<file path="src/rtl/tensor_split_pkg.sv">
// Shared types and elaboration helpers for the tensor_split_2 stream splitter.
package tensor_split_pkg;

  typedef enum logic [1:0] {
    IDLE  = 2'd0,
    RUN   = 2'd1,
    DRAIN = 2'd2
  } state_e;

  localparam int DEF_DATA_WIDTH = 32;

  // A frame must hold a whole number of Output_1/Output_2 group pairs.
  function automatic bit frame_cfg_ok(input int frame_words, input int group_words);
    return (group_words >= 1) && (frame_words > 0) &&
           ((frame_words % (2 * group_words)) == 0);
  endfunction

endpackage

</file>
<file path="src/rtl/stream_fifo2.sv">
// Two-entry registered FIFO; head is the oldest entry, pushes while full are dropped.
module stream_fifo2 #(
  parameter int WIDTH = 32
) (
  input  logic             clk_i,
  input  logic             rst_i,
  input  logic             push_i,
  input  logic [WIDTH-1:0] data_i,
  input  logic             pop_i,
  output logic             full_o,
  output logic             empty_o,
  output logic [1:0]       count_o,
  output logic [WIDTH-1:0] head_o
);

  logic [WIDTH-1:0] mem_q [2];
  logic [WIDTH-1:0] mem_d [2];
  logic             wr_ptr_q, wr_ptr_d;
  logic             rd_ptr_q, rd_ptr_d;
  logic [1:0]       count_q, count_d;
  logic             do_push, do_pop;

  assign full_o  = (count_q == 2'd2);
  assign empty_o = (count_q == 2'd0);
  assign count_o = count_q;
  assign head_o  = mem_q[rd_ptr_q];

  // Full is taken from the registered count, so a same-cycle pop never admits a push.
  assign do_push = push_i && !full_o;
  assign do_pop  = pop_i && !empty_o;

  always_comb begin
    mem_d = mem_q;
    if (do_push) begin
      mem_d[wr_ptr_q] = data_i;
    end
    wr_ptr_d = wr_ptr_q ^ do_push;
    rd_ptr_d = rd_ptr_q ^ do_pop;
    count_d  = count_q + 2'(do_push) - 2'(do_pop);
  end

  always_ff @(posedge clk_i) begin
    if (rst_i) begin
      mem_q[0] <= '0;
      mem_q[1] <= '0;
      wr_ptr_q <= 1'b0;
      rd_ptr_q <= 1'b0;
      count_q  <= 2'd0;
    end else begin
      mem_q    <= mem_d;
      wr_ptr_q <= wr_ptr_d;
      rd_ptr_q <= rd_ptr_d;
      count_q  <= count_d;
    end
  end

endmodule

</file>
<file path="src/rtl/tensor_split_2.sv">
// Deals one ap_hs input stream in GROUP_WORDS-sized groups onto two ap_hs outputs.
// state | meaning: IDLE waits for ap_start | RUN accepts words | DRAIN empties both FIFOs
module tensor_split_2
  import tensor_split_pkg::*;
#(
  parameter int DATA_WIDTH  = DEF_DATA_WIDTH,
  parameter int GROUP_WORDS = 2,
  parameter int FRAME_WORDS = 1024
) (
  input  logic                  ap_clk,
  input  logic                  ap_rst,
  input  logic                  ap_start,
  output logic                  ap_done,
  output logic                  ap_idle,
  output logic                  ap_ready,
  input  logic [DATA_WIDTH-1:0] Input_1_V_V,
  input  logic                  Input_1_V_V_ap_vld,
  output logic                  Input_1_V_V_ap_ack,
  output logic [DATA_WIDTH-1:0] Output_1_V_V,
  output logic                  Output_1_V_V_ap_vld,
  input  logic                  Output_1_V_V_ap_ack,
  output logic [DATA_WIDTH-1:0] Output_2_V_V,
  output logic                  Output_2_V_V_ap_vld,
  input  logic                  Output_2_V_V_ap_ack
);

  localparam int GW = (GROUP_WORDS > 1) ? $clog2(GROUP_WORDS) : 1;
  localparam int FW = (FRAME_WORDS > 1) ? $clog2(FRAME_WORDS) : 1;

  if (!frame_cfg_ok(FRAME_WORDS, GROUP_WORDS)) begin : g_cfg_err
    $error("tensor_split_2: FRAME_WORDS must be a non-zero multiple of 2*GROUP_WORDS");
  end

  state_e          state_q, state_d;
  logic [GW-1:0]   grp_cnt_q, grp_cnt_d;
  logic [FW-1:0]   frm_cnt_q, frm_cnt_d;
  logic            sel_q, sel_d;

  logic            full1, empty1, full2, empty2;
  logic [1:0]      cnt1, cnt2;
  logic            push1, push2, pop1, pop2;
  logic            sel_full, in_xfer, last_in;
  logic            last1, last2, drain_fin;

  assign sel_full = sel_q ? full2 : full1;
  assign in_xfer  = (state_q == RUN) && !sel_full && Input_1_V_V_ap_vld;
  assign last_in  = (frm_cnt_q == FW'(FRAME_WORDS - 1));

  assign push1 = in_xfer && !sel_q;
  assign push2 = in_xfer && sel_q;
  assign pop1  = !empty1 && Output_1_V_V_ap_ack;
  assign pop2  = !empty2 && Output_2_V_V_ap_ack;

  // Drain finishes on the transfer that leaves both FIFOs empty.
  assign last1     = empty1 || (pop1 && (cnt1 == 2'd1));
  assign last2     = empty2 || (pop2 && (cnt2 == 2'd1));
  assign drain_fin = (state_q == DRAIN) && last1 && last2 && (pop1 || pop2);

  always_ff @(posedge ap_clk) begin
    if (ap_rst) begin
      state_q <= IDLE;
    end else begin
      state_q <= state_d;
    end
  end

  always_comb begin
    state_d = state_q;
    unique case (state_q)
      IDLE:    if (ap_start) state_d = RUN;
      RUN:     if (in_xfer && last_in) state_d = DRAIN;
      DRAIN:   if (drain_fin) state_d = IDLE;
      default: state_d = IDLE;
    endcase
  end

  always_comb begin
    ap_idle            = 1'b0;
    Input_1_V_V_ap_ack = 1'b0;
    ap_ready           = 1'b0;
    ap_done            = 1'b0;
    unique case (state_q)
      IDLE:  ap_idle = 1'b1;
      RUN: begin
        Input_1_V_V_ap_ack = !sel_full;
        ap_ready           = in_xfer && last_in;
      end
      DRAIN: ap_done = drain_fin;
      default: ;
    endcase
  end

  always_comb begin
    grp_cnt_d = grp_cnt_q;
    frm_cnt_d = frm_cnt_q;
    sel_d     = sel_q;
    if ((state_q == IDLE) && ap_start) begin
      grp_cnt_d = '0;
      frm_cnt_d = '0;
      sel_d     = 1'b0;
    end else if (in_xfer) begin
      frm_cnt_d = frm_cnt_q + FW'(1);
      if (grp_cnt_q == GW'(GROUP_WORDS - 1)) begin
        grp_cnt_d = '0;
        sel_d     = !sel_q;
      end else begin
        grp_cnt_d = grp_cnt_q + GW'(1);
      end
    end
  end

  always_ff @(posedge ap_clk) begin
    if (ap_rst) begin
      grp_cnt_q <= '0;
      frm_cnt_q <= '0;
      sel_q     <= 1'b0;
    end else begin
      grp_cnt_q <= grp_cnt_d;
      frm_cnt_q <= frm_cnt_d;
      sel_q     <= sel_d;
    end
  end

  stream_fifo2 #(.WIDTH(DATA_WIDTH)) u_fifo1 (
    .clk_i   (ap_clk),
    .rst_i   (ap_rst),
    .push_i  (push1),
    .data_i  (Input_1_V_V),
    .pop_i   (pop1),
    .full_o  (full1),
    .empty_o (empty1),
    .count_o (cnt1),
    .head_o  (Output_1_V_V)
  );

  stream_fifo2 #(.WIDTH(DATA_WIDTH)) u_fifo2 (
    .clk_i   (ap_clk),
    .rst_i   (ap_rst),
    .push_i  (push2),
    .data_i  (Input_1_V_V),
    .pop_i   (pop2),
    .full_o  (full2),
    .empty_o (empty2),
    .count_o (cnt2),
    .head_o  (Output_2_V_V)
  );

  assign Output_1_V_V_ap_vld = !empty1;
  assign Output_2_V_V_ap_vld = !empty2;

endmodule

</file>
<file path="config.mk">
export PLATFORM = sky130hd
export DESIGN_NAME = tensor_split_2
export DESIGN_NICKNAME = d
export VERILOG_FILES = /design/src/rtl/tensor_split_pkg.sv /design/src/rtl/stream_fifo2.sv /design/src/rtl/tensor_split_2.sv
export SDC_FILE = /design/constraint.sdc
export NUM_CORES = 1
export LEC_CHECK = 0
export ABC_AREA = 1
export CORE_MARGIN = 2
export CORE_UTILIZATION = 57
export CTS_CLUSTER_DIAMETER = 120
export DETAILED_ROUTE_END_ITERATION = 10
export HOLD_SLACK_MARGIN = 0.1
export PLACE_DENSITY = 0.85
export SLEW_MARGIN = 10
export SYNTH_ARGS = -nofsm -noshare
export SYNTH_HDL_FRONTEND = slang
export SYNTH_SLANG_ARGS = --single-unit
</file>
<file path="constraint.sdc">
create_clock -name ap_clk -period 4.9 [get_ports ap_clk]
set_input_delay 1.225 -clock ap_clk [delete_from_list [all_inputs] [get_ports ap_clk]]
set_output_delay 1.225 -clock ap_clk [all_outputs]
set_load 0.05 [all_outputs]
</file>
==> summary.txt <==
Outcome
  – Status: complete, no violations

Logic synthesis
  – Synth top area share: 47.3%
  – Most used DFF post-synth: dfxtp_1
  – Mapped Cells: 937
  – Cell Area, Synth: 0.00634 mm2
  – Yosys Warn Count: 0
  – Post-Syn Nets: 984
  – Register area share after synthesis: 47.3%
  – Unique cell type count in the Yosys netlist: 22
  – Number of synthesized flops with an enable pin: 0
  – Asr flop ratio synth: 0%
  – #FFs+latches synth: 150
  – Synth area leaders: dfxtp_1 47%, nor2_1 16%, nand2_1 14%
  – Largest area contributor in the netlist: dfxtp_1
  – Mapped Avg Cell Area: 6.77 um2

Die
  – Core area: 0.0108 mm2
  – I/O Pins: 108
  – Die width: 109 um
  – Placement Rows: 38
  – Die Ht: 109 um
  – Die Area: 0.0120 mm2
  – Initial Utilization: between 50 and 60%

Setup path
  – Flop2flop setup slack: 1.98 ns
  – Worst setup path class: input port to output pin
  – R2R cell count: 11
  – Buffers & Inverters on Critical Path: 4
  – Required @ worst endpoint: 3.67 ns
  – Largest delay contributor family on the critical path: buffers and inverters
  – Critical path cell sequence: clkdlybuf4s50_1 > inv_1 > nor2_4 > nand2_1 > inv_1 > clkdlybuf4s50_1
  – Startpoint types: input port
  – RR Endpoint: u_fifo1.mem_q[10]
  – Critical path's largest stage delay: roughly 0.80 ns
  – Worst Setup End Kind: output pin
  – Critical path's slowest cell: clkdlybuf4s50_1
  – Peak fanout along the critical path: 15
  – CP arrival: a little over 3 ns
  – FF-to-FF Start: sel_q

Global route
  – First-pass GRT wire length: between 20000 and 30000 um
  – Initial antenna violation count: 0
  – Gr usage total: 28.8%
  – Gr ovfl total: 0
  – Vias in the first global route: a little under 6000
  – Largest net degree at the start of global routing: between 50 and 60

Drt
  – Vias per Instance: 5.32
  – DRT Wirelength: 16500 um
  – Post-route DRC: 0
  – Routed vias: 6218
  – Post-DRT Antenna Nets: 0
  – Drt wl/cell: 14.1 um
  – Initial DRT Pass Iterations: 5
  – Iter 0 DRT Violations: between 500 and 600

Layout
  – Layout cell share with drive strength beyond 1: around 7.9%
  – Final nets: 1064
  – Post-route insts no fill: 1169
  – Antenna cells: 0
  – Area delta synth->final: 25.4%
  – Reg area: 0.00300 mm2
  – Multi-input gate area: approximately 0.0029 mm2
  – Fill cells: 871

STA
  – Slew Viols, Final: 0
  – RSZ-0062 raised after global routing: false
  – Period utilisation layout: 87.6%
  – Peak Freq: roughly 230 MHz
  – Final setup fails: 0
  – Post-Route Skew: 0.0107 ns
  – Slew HR: between 10% and 20%
  – Setup TNS: 0 ns
  – Final min period: 4.29 ns
  – Actual slew at the worst max-slew pin: roughly 1.2 ns
  – Final hold vios: 0

Placement
  – RePlAce Congestion: 0.821
  – Post-DP HPWL: 9700 um
  – IO buf count: ~110
  – Cell count after placement: 1138

Job
  – Max-cap viol count: 0

Worst hold path
  – Hold path endpoint: u_fifo1.mem_q[38]
  – HP Class: flop to flop
  – Hold path start: u_fifo1.mem_q[38]
  – WHS Path Cells: 2

CTS
  – Clk pin slew, worst setup/hold paths: 0.06 ns
  – CTS tree: built
  – Setup Fix Bufs, Post-CTS: 0
  – CTS max path bufs: 2
  – Htree depth: 4
  – Clock Sinks: 150
  – PostCTS Resize Cnt: 0
  – Worst skew pair latency: approximately 0.52 ns
  – CTS buffer count: 17
  – Clk root buf: clkbuf_8
  – CTS Hold Bufs: 0

Pwr
  – Seq pwr share: 40.0%
  – Clk pwr share: a little over two fifths
  – VDD IR max: 280 uV
  – Net switching power figure: 0.000970 W
  – Sw frac: around 30%
  – Comb pwr share: 18.4%
  – Internal power: around 0.0023 W
  – P per Cell Area: 409 mW/mm2
  – P_leak: 3.78 nW
==> registers in the layout (all words and copies together), names as in the netlist <==
name and flops:
u_fifo1.count_o 2, u_fifo1.wr_ptr_q 1, u_fifo1.mem_q 64, u_fifo2.rd_ptr_q 1, u_fifo2.count_o 2, u_fifo2.wr_ptr_q 1, u_fifo2.mem_q 64, frm_cnt_q 10
state_q 2, grp_cnt_q 1, u_fifo1.rd_ptr_q 1, sel_q 1
==> layer usage <==
| layer | vias to the layer above | routed length, um | track usage (%) |
|---|---|---|---|
| met5 | - | 0 | 0 |
| met4 | 0 | 210 | 9.22 |
| met3 | 25 | 1300 | 6.82 |
| met2 | 254 | 8060 | 48.6 |
| met1 | 2853 | 6940 | 36.5 |
| li1 | 3086 | - | - |
==> cell type report <==
type | count | share of cell area, %
repair buffers | 115 | 13.2
clock buffers | 18 | 5.26
flip-flops and latches | 150 | 37.8
inverters | 44 | 2.08
multi-input cells | 689 | 37.0
well taps | 140 | 2.20
clock inverters | 13 | 2.47
==> worst max path at each step <==
stage,cells past startpoint,endpoint,from
finish,6,ap_ready,Input_1_V_V_ap_vld
global route,6,ap_ready,Input_1_V_V_ap_vld
CTS,6,ap_ready,Input_1_V_V_ap_vld
detailed placement,6,ap_ready,Input_1_V_V_ap_vld
global placement,6,ap_ready,Input_1_V_V_ap_vld
floorplan,4,ap_ready,Input_1_V_V_ap_vld
==> power groups by stage <==
stage	registers (W)	logic (W)	clock network, W
floorplan	0.00132	0.000393	0
global placement	0.00132	0.000582	0
detailed placement	0.00133	0.000587	0
CTS	0.00130	0.000594	0.00136
global route	0.00131	0.000643	0.00142
finish	0.00130	0.000597	0.00135
==> kinds of logic after synthesis <==
group | synth area share (%)
simple gates | 31.6
compound gates | 12.3
flops | 47.3
buf+inv | 6.27
fa+ha+maj | 1.78
xor+xnor | 0.691
==> worst register-to-register path: cells and delay by family, from the launching register on <==
family                   cells  cell delay (ns)
adder cells (fa/ha/maj)      1             0.19
buffers and inverters        4             1.15
flip-flops                   1             0.42
AND/OR/NAND/NOR              6             1.05
==> metrics by stage <==
step	area (um2)	util (%)	power (W)	worst slack [ns]	hold slack (ns)
final	7950	73.3	0.00325	0.607	0.451
after global routing	7950	73.3	0.00336	0.506	0.485
after CTS	7950	73.3	0.00325	0.591	0.452
after detailed placement	7340	67.7	0.00191	0.602	0.443
after global placement	7340	67.7	0.00191	0.644	0.436
after floorplan	6340	-	0.00171	1.84	0.429
==> cells in the mapped netlist (2+ instances only) <==
library cell and instances:
xnor2_1 2, buf_6 2, inv_2 5, o21ai_0 138
xor2_1 3, dfxtp_1 150, nor2_1 271, clkbuf_1 40
inv_1 38, nor2_4 2, ha_1 9, nand3_1 7
buf_2 12, nand4_1 4, nand3_2 2, a21oi_1 18
nand2_1 229
==> placed cells by master, fill, tap and decap left out, drive strengths merged <==
cell / count
nand4: 4
clkbuf: 18
xor2: 3
nand3b: 1
clkinv: 4
dfxtp: 150
nor2: 274
bufinv: 4
inv: 47
a21oi: 18
ha: 9
buf: 40
nand2: 230
nor3: 1
xnor2: 2
clkinvlp: 2
clkdlybuf4s50: 75
o21ai: 138
nand3: 9
No activity file was read; power rests on OpenSTA's default activity.
